`src/rtl/ahb_bridge_arbiter.sv`:
```
// Round-robin arbiter sharing one AHB-to-APB bridge slave among several AHB-lite masters.
// Grant handover and all state updates are qualified by the bridge's Hready.
module ahb_bridge_arbiter #(
    parameter int NUM_MASTERS    = 4,
    parameter int MW             = 2,
    parameter int MAX_BEATS      = 8,
    parameter int DEFAULT_MASTER = 0
) (
    input  logic                   Hclk,
    input  logic                   Hresetn,
    input  logic [NUM_MASTERS-1:0] Hbusreq,
    input  logic [NUM_MASTERS-1:0] Hlock,
    input  logic [1:0]             Htrans,
    input  logic                   Hready,
    output logic [NUM_MASTERS-1:0] Hgrant,
    output logic [MW-1:0]          Hmaster,
    output logic                   Hmastlock
);
    localparam int                     CW         = $clog2(MAX_BEATS + 1);
    localparam logic [1:0]             HTRANS_SEQ = 2'b11;
    localparam logic [MW-1:0]          DEF_IDX    = MW'(DEFAULT_MASTER);
    localparam logic [NUM_MASTERS-1:0] DEF_GRANT  = NUM_MASTERS'(1) << DEFAULT_MASTER;
    localparam logic [MW-1:0]          RR_RESET   = MW'((DEFAULT_MASTER + 1) % NUM_MASTERS);
    localparam logic [CW-1:0]          BEAT_MAX   = CW'(MAX_BEATS);
    localparam logic [MW:0]            NM_EXT     = (MW+1)'(NUM_MASTERS);

    typedef enum logic [1:0] {ST_PARK, ST_HANDOVER, ST_OWN, ST_LOCKED} state_t;

    state_t                 state_reg, state_next;
    logic [NUM_MASTERS-1:0] grant_reg, grant_next;
    logic [MW-1:0]          master_reg, master_next;
    logic                   mastlock_reg, mastlock_next;
    logic [CW-1:0]          beat_cnt_reg, beat_cnt_next;
    logic [MW-1:0]          rr_ptr_reg, rr_ptr_next;

    logic [MW-1:0]          grant_idx;
    logic [NUM_MASTERS-1:0] req_masked;
    logic                   found;
    logic [MW-1:0]          winner;
    logic [NUM_MASTERS-1:0] win_onehot;
    logic [MW:0]            winner_inc;
    logic [MW-1:0]          rr_after_win;
    logic [MW-1:0]          cand_idx [NUM_MASTERS];

    assign Hgrant    = grant_reg;
    assign Hmaster   = master_reg;
    assign Hmastlock = mastlock_reg;

    // Candidate order: rr_ptr, rr_ptr+1, ... wrapped modulo NUM_MASTERS.
    generate
        for (genvar gi = 0; gi < NUM_MASTERS; gi++) begin : g_cand
            logic [MW:0] sum;
            logic [MW:0] wrapped;
            assign sum     = {1'b0, rr_ptr_reg} + (MW+1)'(gi);
            assign wrapped = sum - NM_EXT;
            assign cand_idx[gi] = (sum >= NM_EXT) ? wrapped[MW-1:0] : sum[MW-1:0];
        end
    endgenerate

    always_comb begin
        grant_idx = '0;
        for (int i = 0; i < NUM_MASTERS; i++) begin
            if (grant_reg[i]) grant_idx = MW'(i);
        end
    end

    // The current owner never competes against itself outside of park.
    assign req_masked = (state_reg == ST_PARK) ? Hbusreq
                                               : (Hbusreq & ~(NUM_MASTERS'(1) << master_reg));
    assign found = |req_masked;

    always_comb begin
        winner = '0;
        for (int i = NUM_MASTERS - 1; i >= 0; i--) begin
            if (req_masked[cand_idx[i]]) winner = cand_idx[i];
        end
    end

    assign win_onehot   = NUM_MASTERS'(1) << winner;
    assign winner_inc   = {1'b0, winner} + (MW+1)'(1);
    assign rr_after_win = (winner_inc >= NM_EXT) ? '0 : winner_inc[MW-1:0];

    always_ff @(posedge Hclk or negedge Hresetn) begin
        if (!Hresetn) begin
            state_reg    <= ST_PARK;
            grant_reg    <= DEF_GRANT;
            master_reg   <= DEF_IDX;
            mastlock_reg <= 1'b0;
            beat_cnt_reg <= '0;
            rr_ptr_reg   <= RR_RESET;
        end else begin
            state_reg    <= state_next;
            grant_reg    <= grant_next;
            master_reg   <= master_next;
            mastlock_reg <= mastlock_next;
            beat_cnt_reg <= beat_cnt_next;
            rr_ptr_reg   <= rr_ptr_next;
        end
    end

    always_comb begin
        state_next    = state_reg;
        grant_next    = grant_reg;
        master_next   = master_reg;
        mastlock_next = mastlock_reg;
        beat_cnt_next = beat_cnt_reg;
        rr_ptr_next   = rr_ptr_reg;

        if (Hready) begin
            if (Htrans[1] && (beat_cnt_reg < BEAT_MAX)) beat_cnt_next = beat_cnt_reg + CW'(1);

            unique case (state_reg)
                ST_PARK: begin
                    if (found) begin
                        grant_next  = win_onehot;
                        rr_ptr_next = rr_after_win;
                        state_next  = ST_HANDOVER;
                    end
                end
                ST_HANDOVER: begin
                    master_next   = grant_idx;
                    mastlock_next = Hlock[grant_idx];
                    beat_cnt_next = '0;
                    state_next    = Hlock[grant_idx] ? ST_LOCKED : ST_OWN;
                end
                ST_OWN: begin
                    if (!Hbusreq[master_reg]) begin
                        if (found) begin
                            grant_next  = win_onehot;
                            rr_ptr_next = rr_after_win;
                            state_next  = ST_HANDOVER;
                        end else begin
                            grant_next = DEF_GRANT;
                            state_next = (master_reg == DEF_IDX) ? ST_PARK : ST_HANDOVER;
                        end
                    end else if ((beat_cnt_reg >= BEAT_MAX) && found && (Htrans != HTRANS_SEQ)) begin
                        // Quantum expired; only cut in between bursts.
                        grant_next  = win_onehot;
                        rr_ptr_next = rr_after_win;
                        state_next  = ST_HANDOVER;
                    end else if (Hlock[master_reg]) begin
                        mastlock_next = 1'b1;
                        state_next    = ST_LOCKED;
                    end
                end
                ST_LOCKED: begin
                    mastlock_next = Hlock[master_reg];
                    if (!Hlock[master_reg]) state_next = ST_OWN;
                end
                default: state_next = ST_PARK;
            endcase
        end
    end

endmodule

```
`config.mk`:
```
export PLATFORM = sky130hd
export DESIGN_NAME = ahb_bridge_arbiter
export DESIGN_NICKNAME = d
export VERILOG_FILES = /design/src/rtl/ahb_bridge_arbiter.sv
export SDC_FILE = /design/constraint.sdc
export NUM_CORES = 1
export LEC_CHECK = 0
export ABC_AREA = 1
export CAP_MARGIN = 25
export CORE_ASPECT_RATIO = 1.5
export CORE_UTILIZATION = 50
export CTS_CLUSTER_DIAMETER = 40
export DETAILED_ROUTE_END_ITERATION = 16
export PLACE_DENSITY = 0.75
export SETUP_SLACK_MARGIN = 0.15
export SYNTH_ARGS = -nofsm -noshare
export SYNTH_HDL_FRONTEND = slang
export SYNTH_SLANG_ARGS = --single-unit
export TNS_END_PERCENT = 20
```
`constraint.sdc`:
```
create_clock -name Hclk -period 2.3 [get_ports Hclk]
set_clock_uncertainty 0.05 [all_clocks]
set_input_delay 0.23 -clock Hclk [delete_from_list [all_inputs] [get_ports Hclk]]
set_output_delay 0.23 -clock Hclk [all_outputs]
set_load 0.02 [all_outputs]
```
# Word-level counts from Yosys, hierarchy flattened
# Cells that the tools add are included.
[word_totals] register_bits=15 wordCells=109
[classes] add_sub_neg=9 magnitude_cmp=13 n_mux=51 bitwise=2 n_eq_ne=11 reduce_logical=15 n_shift=2
[op_table] op="$mux W2" count=19
[op_table] op="$mux W4" count=7
[op_table] op="$lt A2 B3 Y1 const B" count=6
[op_table] op="$bmux W1 S2" count=7
[op_table] op="$mux W1" count=14
[op_table] op="$ge A3 B3 Y1 const B" count=4
[op_table] op="$ne A2 B2 Y1 const B" count=6
[op_table] op="$pmux W2 S4" count=1
[op_table] op="$pmux W4 S2" count=1
[op_table] op="$reduce_and A4 Y1" count=2
[op_table] op="$shl A1 B2 Y4 const A" count=2
[op_table] op="$sub A2 B1 Y2 const B" count=4
[op_table] op="$add A2 B1 Y3 const B" count=2
[op_table] op="$add A2 B2 Y3 const B" count=2
[op_table] op="$reduce_and A5 Y1" count=1
[op_table] op="$add A4 B1 Y4 const B" count=1
[op_table] op="$and A4 B4 Y4" count=1
[op_table] op="$eq A2 B2 Y1 const B" count=2
[op_table] op="$ge A4 B4 Y1 const B" count=1
[op_table] op="$logic_not A2 Y1" count=2
[op_table] op="$lt A4 B4 Y1 const B" count=1
[op_table] op="$ne A4 B4 Y1 const B" count=1
[op_table] op="$not A4 Y4" count=1
[op_table] op="$pmux W2 S2" count=1
[op_table] op="10 further kinds" count=14

# Longest topological paths before layout
[logic_depth] ltp_word=16 ltp_mapped=17 ltp_nobuf=17

# Worst setup path after synthesis
# Ideal clock, no wire load.
[synth_path] kind="flip-flop to flip-flop" startpoint="reg rr_ptr_reg[0]" endpoint="reg grant_reg[0] (netlist: Hgrant[0])" setup_time_ns=0.075 required_time_ns=2.175 t_arrival_ns=1.948 stages_incl_launch_ff=15 path_slack_ns=0.227 n_path_buf=1 cell_sequence="dfstp_2 clkbuf_1 inv_1 nand3_1 nand2_1 a21oi_1 nand2_1 nand2_1 nand2_1 nand2_1 inv_1 ha_1 or2_1 nand2_1 nand2_1"
[synth_via] elab_chain_len=13
[synth_rtl] element="start, declared" line="34" rtl="logic [MW-1:0] rr_ptr_reg, rr_ptr_next;"
[synth_rtl] element="start signal, assigned" line="97" rtl="rr_ptr_reg <= rr_ptr_next;"
[synth_rtl] element="$add A2 B2 Y3" line="54" rtl="assign sum = {1'b0, rr_ptr_reg} + (MW+1)'(gi);"
[synth_rtl] element="$ge A3 B3 Y1 / $sub A2 B1 Y2 (equally long branches)" line="56, 55"
[synth_rtl] element="$mux W2" line="56" rtl="assign cand_idx[gi] = (sum >= NM_EXT) ? wrapped[MW-1:0] : sum[MW-1:0];"
[synth_rtl] element="$bmux W1 S2" line="75" rtl="if (req_masked[cand_idx[i]]) winner = cand_idx[i];"
[synth_rtl] element="$mux W1 (not written as such)" line="75"
[synth_rtl] element="$mux W2 (3 in a row)" line="75"
[synth_rtl] element="$mux W2 *" line="75"
[synth_rtl] element="$shl A1 B2 Y4 *" line="79" rtl="assign win_onehot = NUM_MASTERS'(1) << winner;"
[synth_rtl] element="$mux W4 (on tied branches)" line="128, 136"
[synth_rtl] element="$mux W4" line="127" rtl="if (!Hbusreq[master_reg]) begin"
[synth_rtl] element="$pmux W4 S2 *" line="112" rtl="unique case (state_reg)"
[synth_rtl] element="end signal, assigned" line="93" rtl="grant_reg <= grant_next;"
[synth_rtl] element="end, declared" line="30" rtl="logic [NUM_MASTERS-1:0] grant_reg, grant_next;"
# Mark *: on every way between the ends. The rest lies on a longest branch, timed or not. The select of a mux whose other input is x is not followed.
# A chain may end at the register's enable or synchronous reset.

# Worst setup path in the final report
[layout_path] startpoint="reg master_reg[0] (netlist: Hmaster[0])" endpoint="reg grant_reg[0] (netlist: Hgrant[0])"
[layout_via] elab_chain_len=14
[layout_rtl] element="start, declared" line="31" rtl="logic [MW-1:0] master_reg, master_next;"
[layout_rtl] element="start signal, assigned" line="94" rtl="master_reg <= master_next;"
[layout_rtl] element="$shl A1 B2 Y4" line="69" rtl=": (Hbusreq & ~(NUM_MASTERS'(1) << master_reg));"
[layout_rtl] element="$not A4 Y4" line="69"
[layout_rtl] element="$and A4 B4 Y4" line="69"
[layout_rtl] element="$mux W4" line="68" rtl="assign req_masked = (state_reg == ST_PARK) ? Hbusreq"
[layout_rtl] element="$bmux W1 S2" line="75"
[layout_rtl] element="$mux W1 (not written as such)" line="75"
[layout_rtl] element="$mux W2 (4 in a row)" line="75"
[layout_rtl] element="$shl A1 B2 Y4" line="79"
[layout_rtl] element="$mux W4 (on tied branches)" line="128, 136"
[layout_rtl] element="$mux W4" line="127"
[layout_rtl] element="$pmux W4 S2" line="112"
# Parallel ways exist; a longest one is shown, timed or not. The select of a mux whose other input is x is not followed.

==> reports/results.txt <==
yosys warns = 0
kind of critical path = reg2reg
vias per cell = 5.31
WHS = 296 ps
Post-Place Worst Slack = 153 ps
Final WS setup = 289 ps
Pre-antenna DRT Iters = 4
Nets = 244
Die Width = 42.9 um
Max VDD drop = 0.000837 V
sequential share of power = 0.245
Filler cells = 202
commonest non-fill, non-tap cell in the layout = nand2_1
clock buffer depth = 2
pin count of the biggest net entering global routing = 16
syn avg cell area = 6.45 um2
Worst Max-Slew Pin Slew = 690 ps
vias in the first global route = 1271
Buffers on Ports = 19
final setup fails = 0
Detailed Place HPWL = 2.42 mm
Comb pwr share = 0.684
Clk pwr share = 0.071
Placer Congestion = 0.927
die height = 63.4 um
multi-input logic area = 818 um2
number of hold buffers added after CTS = 0
Layout area overhead = 27.7%
slew margin rel. = 0.538
Leak = 0.817 nW
core area = 2310 um2
Synth top area share = 0.259
Initial Utilization = 0.544
first-pass GRT wire length = 4.98 mm
critical path launch point type = flip-flop
fin crit period = 2010 ps
Max-Cap Viols = 0
Yosys cell types = 26
HP Class = in2async
CTS H-tree lvls = 1
pwr dens = 1410 nW/um2
switching share of power = 0.517
Avg WL per Cell = 12.2 um
die area = 2720 um2
Ant. Diodes = 0
Fmax achieved = 497 MHz
I/O pins = 20
Slew Viols, Final = 0
Gate Count Post-Synth = 195
grt ovf = 0
flop2flop setup slack = 290 ps
Sequential Area = 382 um2
GRT Util Overall = 0.232
Arrival @ worst endpoint = 2200 ps
Mapped Area = 1260 um2
CTS Buf Count = 3
P_sw = 1.17 mW
number of antenna violations at the first check in global routing = 0
Worst EP required = 2490 ps
period utilization = 0.874
TritonCTS clock tree = built
worst r2r dst = Hgrant[0]
DR vias = 1312
FF-to-FF Start = Hmaster[0]
final hold violations = 0
worst reg-to-reg path cell count = 15
DRT iter0 DRCs = 32
RSZ-0062 raised after global routing = yes
Pint = 1.10 mW
latest clock arrival within the worst-skew pair = 290 ps
CP max FO = 7
highest-count cells in the layout ignoring fill and taps = 55 x nand2_1, 20 x inv_1, 20 x nand3_1
Worst-path clk slew = 100 ps
CTS sink cnt = 15
setup TNS = 0 ps
clock root cell = clkbuf_4
post-synthesis sequential area ratio = 0.300
antenna viol nets, final = 0
Area contributors post-synth = dfrtp_1 26%, nand2_1 18%, nand3_1 8.8%
status = completed
final wirelength = 3.02 mm
ratio of cells with drive above 1 in the final layout = 0.228
drt drc = 0
Rows = 21
Synth area leader = dfrtp_1
CP Capture Type = flip-flop
register bit total from synthesis = 15
Synthesized Nets = 214
[cell families after synthesis]
| logic type | share of synthesized area |
|---|---|
| simple gates | 0.453 |
| buf+inv | 0.0856 |
| compound gates | 0.0945 |
| flops | 0.300 |
| fa+ha+maj | 0.0597 |
| xor+xnor | 0.00697 |
[cell type report]
| type | count | share of cell area |
|---|---|---|
| clock buffer | 3 | 0.0140 |
| tap | 23 | 0.0179 |
| timing repair buffer | 26 | 0.151 |
| sequential | 15 | 0.238 |
| inverter | 27 | 0.0663 |
| clock inverter | 1 | 0.00312 |
| multi-input combinational | 152 | 0.510 |
[how the worst max path moves through the flow]
| stage | startpoint | to | cells after the start |
|---|---|---|---|
| after floorplan | rr_ptr_reg[0] | Hgrant[0] | 14 |
| after global routing | Hmaster[0] | Hgrant[0] | 15 |
| after CTS | Hmaster[1] | Hgrant[0] | 15 |
| after detailed placement | state_reg[0] | Hgrant[0] | 15 |
| final | Hmaster[0] | Hgrant[0] | 15 |
| after global placement | Hbusreq[1] | Hgrant[0] | 14 |
[synth_stat cells]
master	instances
ha_1	6
nor3_1	1
a21boi_0	1
nor3_4	1
inv_1	23
o211ai_1	1
o21ai_0	9
nand3_1	22
nor2_1	20
nand4_1	2
a21oi_2	1
nor2_4	2
clkbuf_1	1
nor2_2	3
inv_4	1
o21ai_1	2
a21oi_1	8
dfstp_2	2
nand2_4	1
dfrtp_1	13
or2_1	1
nand2_2	9
nand2_1	60
inv_2	3
xor2_1	1
nand3_2	1
[repair_timing]
item	CTS	global route
buffers inserted	0	7
gates resized for setup	1	19
pin swaps	0	4
setup endpoints to repair	1	5
[critical path, stage by stage (launching register included)]
cell	delay, ps
dfrtp_2	500
inv_4	70
nor2_4	100
nand2_2	80
nand3_1	80
nand2_1	80
a21oi_2	130
nand2_1	80
nand2_1	60
nand2_1	70
nand2_2	90
inv_1	60
ha_1	190
or2_1	220
nand2_1	50
nand2_1	40
[power groups by stage]
stage          Combinational (mW)  Sequential [mW]  Clock (mW)
2_1_floorplan               0.973            0.560           0
3_3_place_gp                 1.33            0.540           0
3_5_place_dp                 1.36            0.546           0
4_1_cts                      1.37            0.544       0.163
5_1_grt                      1.76            0.575       0.170
6_report                     1.55            0.555       0.161
[through the flow]
stage          total power, mW   util  instances  area, um2
3_3_place_gp              1.87  0.637        236       1470
2_1_floorplan             1.53      -        195       1260
4_1_cts                   2.07  0.649        240       1500
5_1_grt                   2.51  0.694        247       1610
3_5_place_dp              1.91  0.637        236       1470
6_report                  2.27  0.694        247       1610
[routing by layer]
metal / vias to the layer above / routed length [um] / track usage
li1: 673 / - / -
met1: 611 / 1240 / 0.249
met2: 24 / 1690 / 0.453
met3: 4 / 74 / 0.0229
met4: 0 / 17 / 0.0682
met5: - / 0 / 0
(Power assumes the default switching activity.)
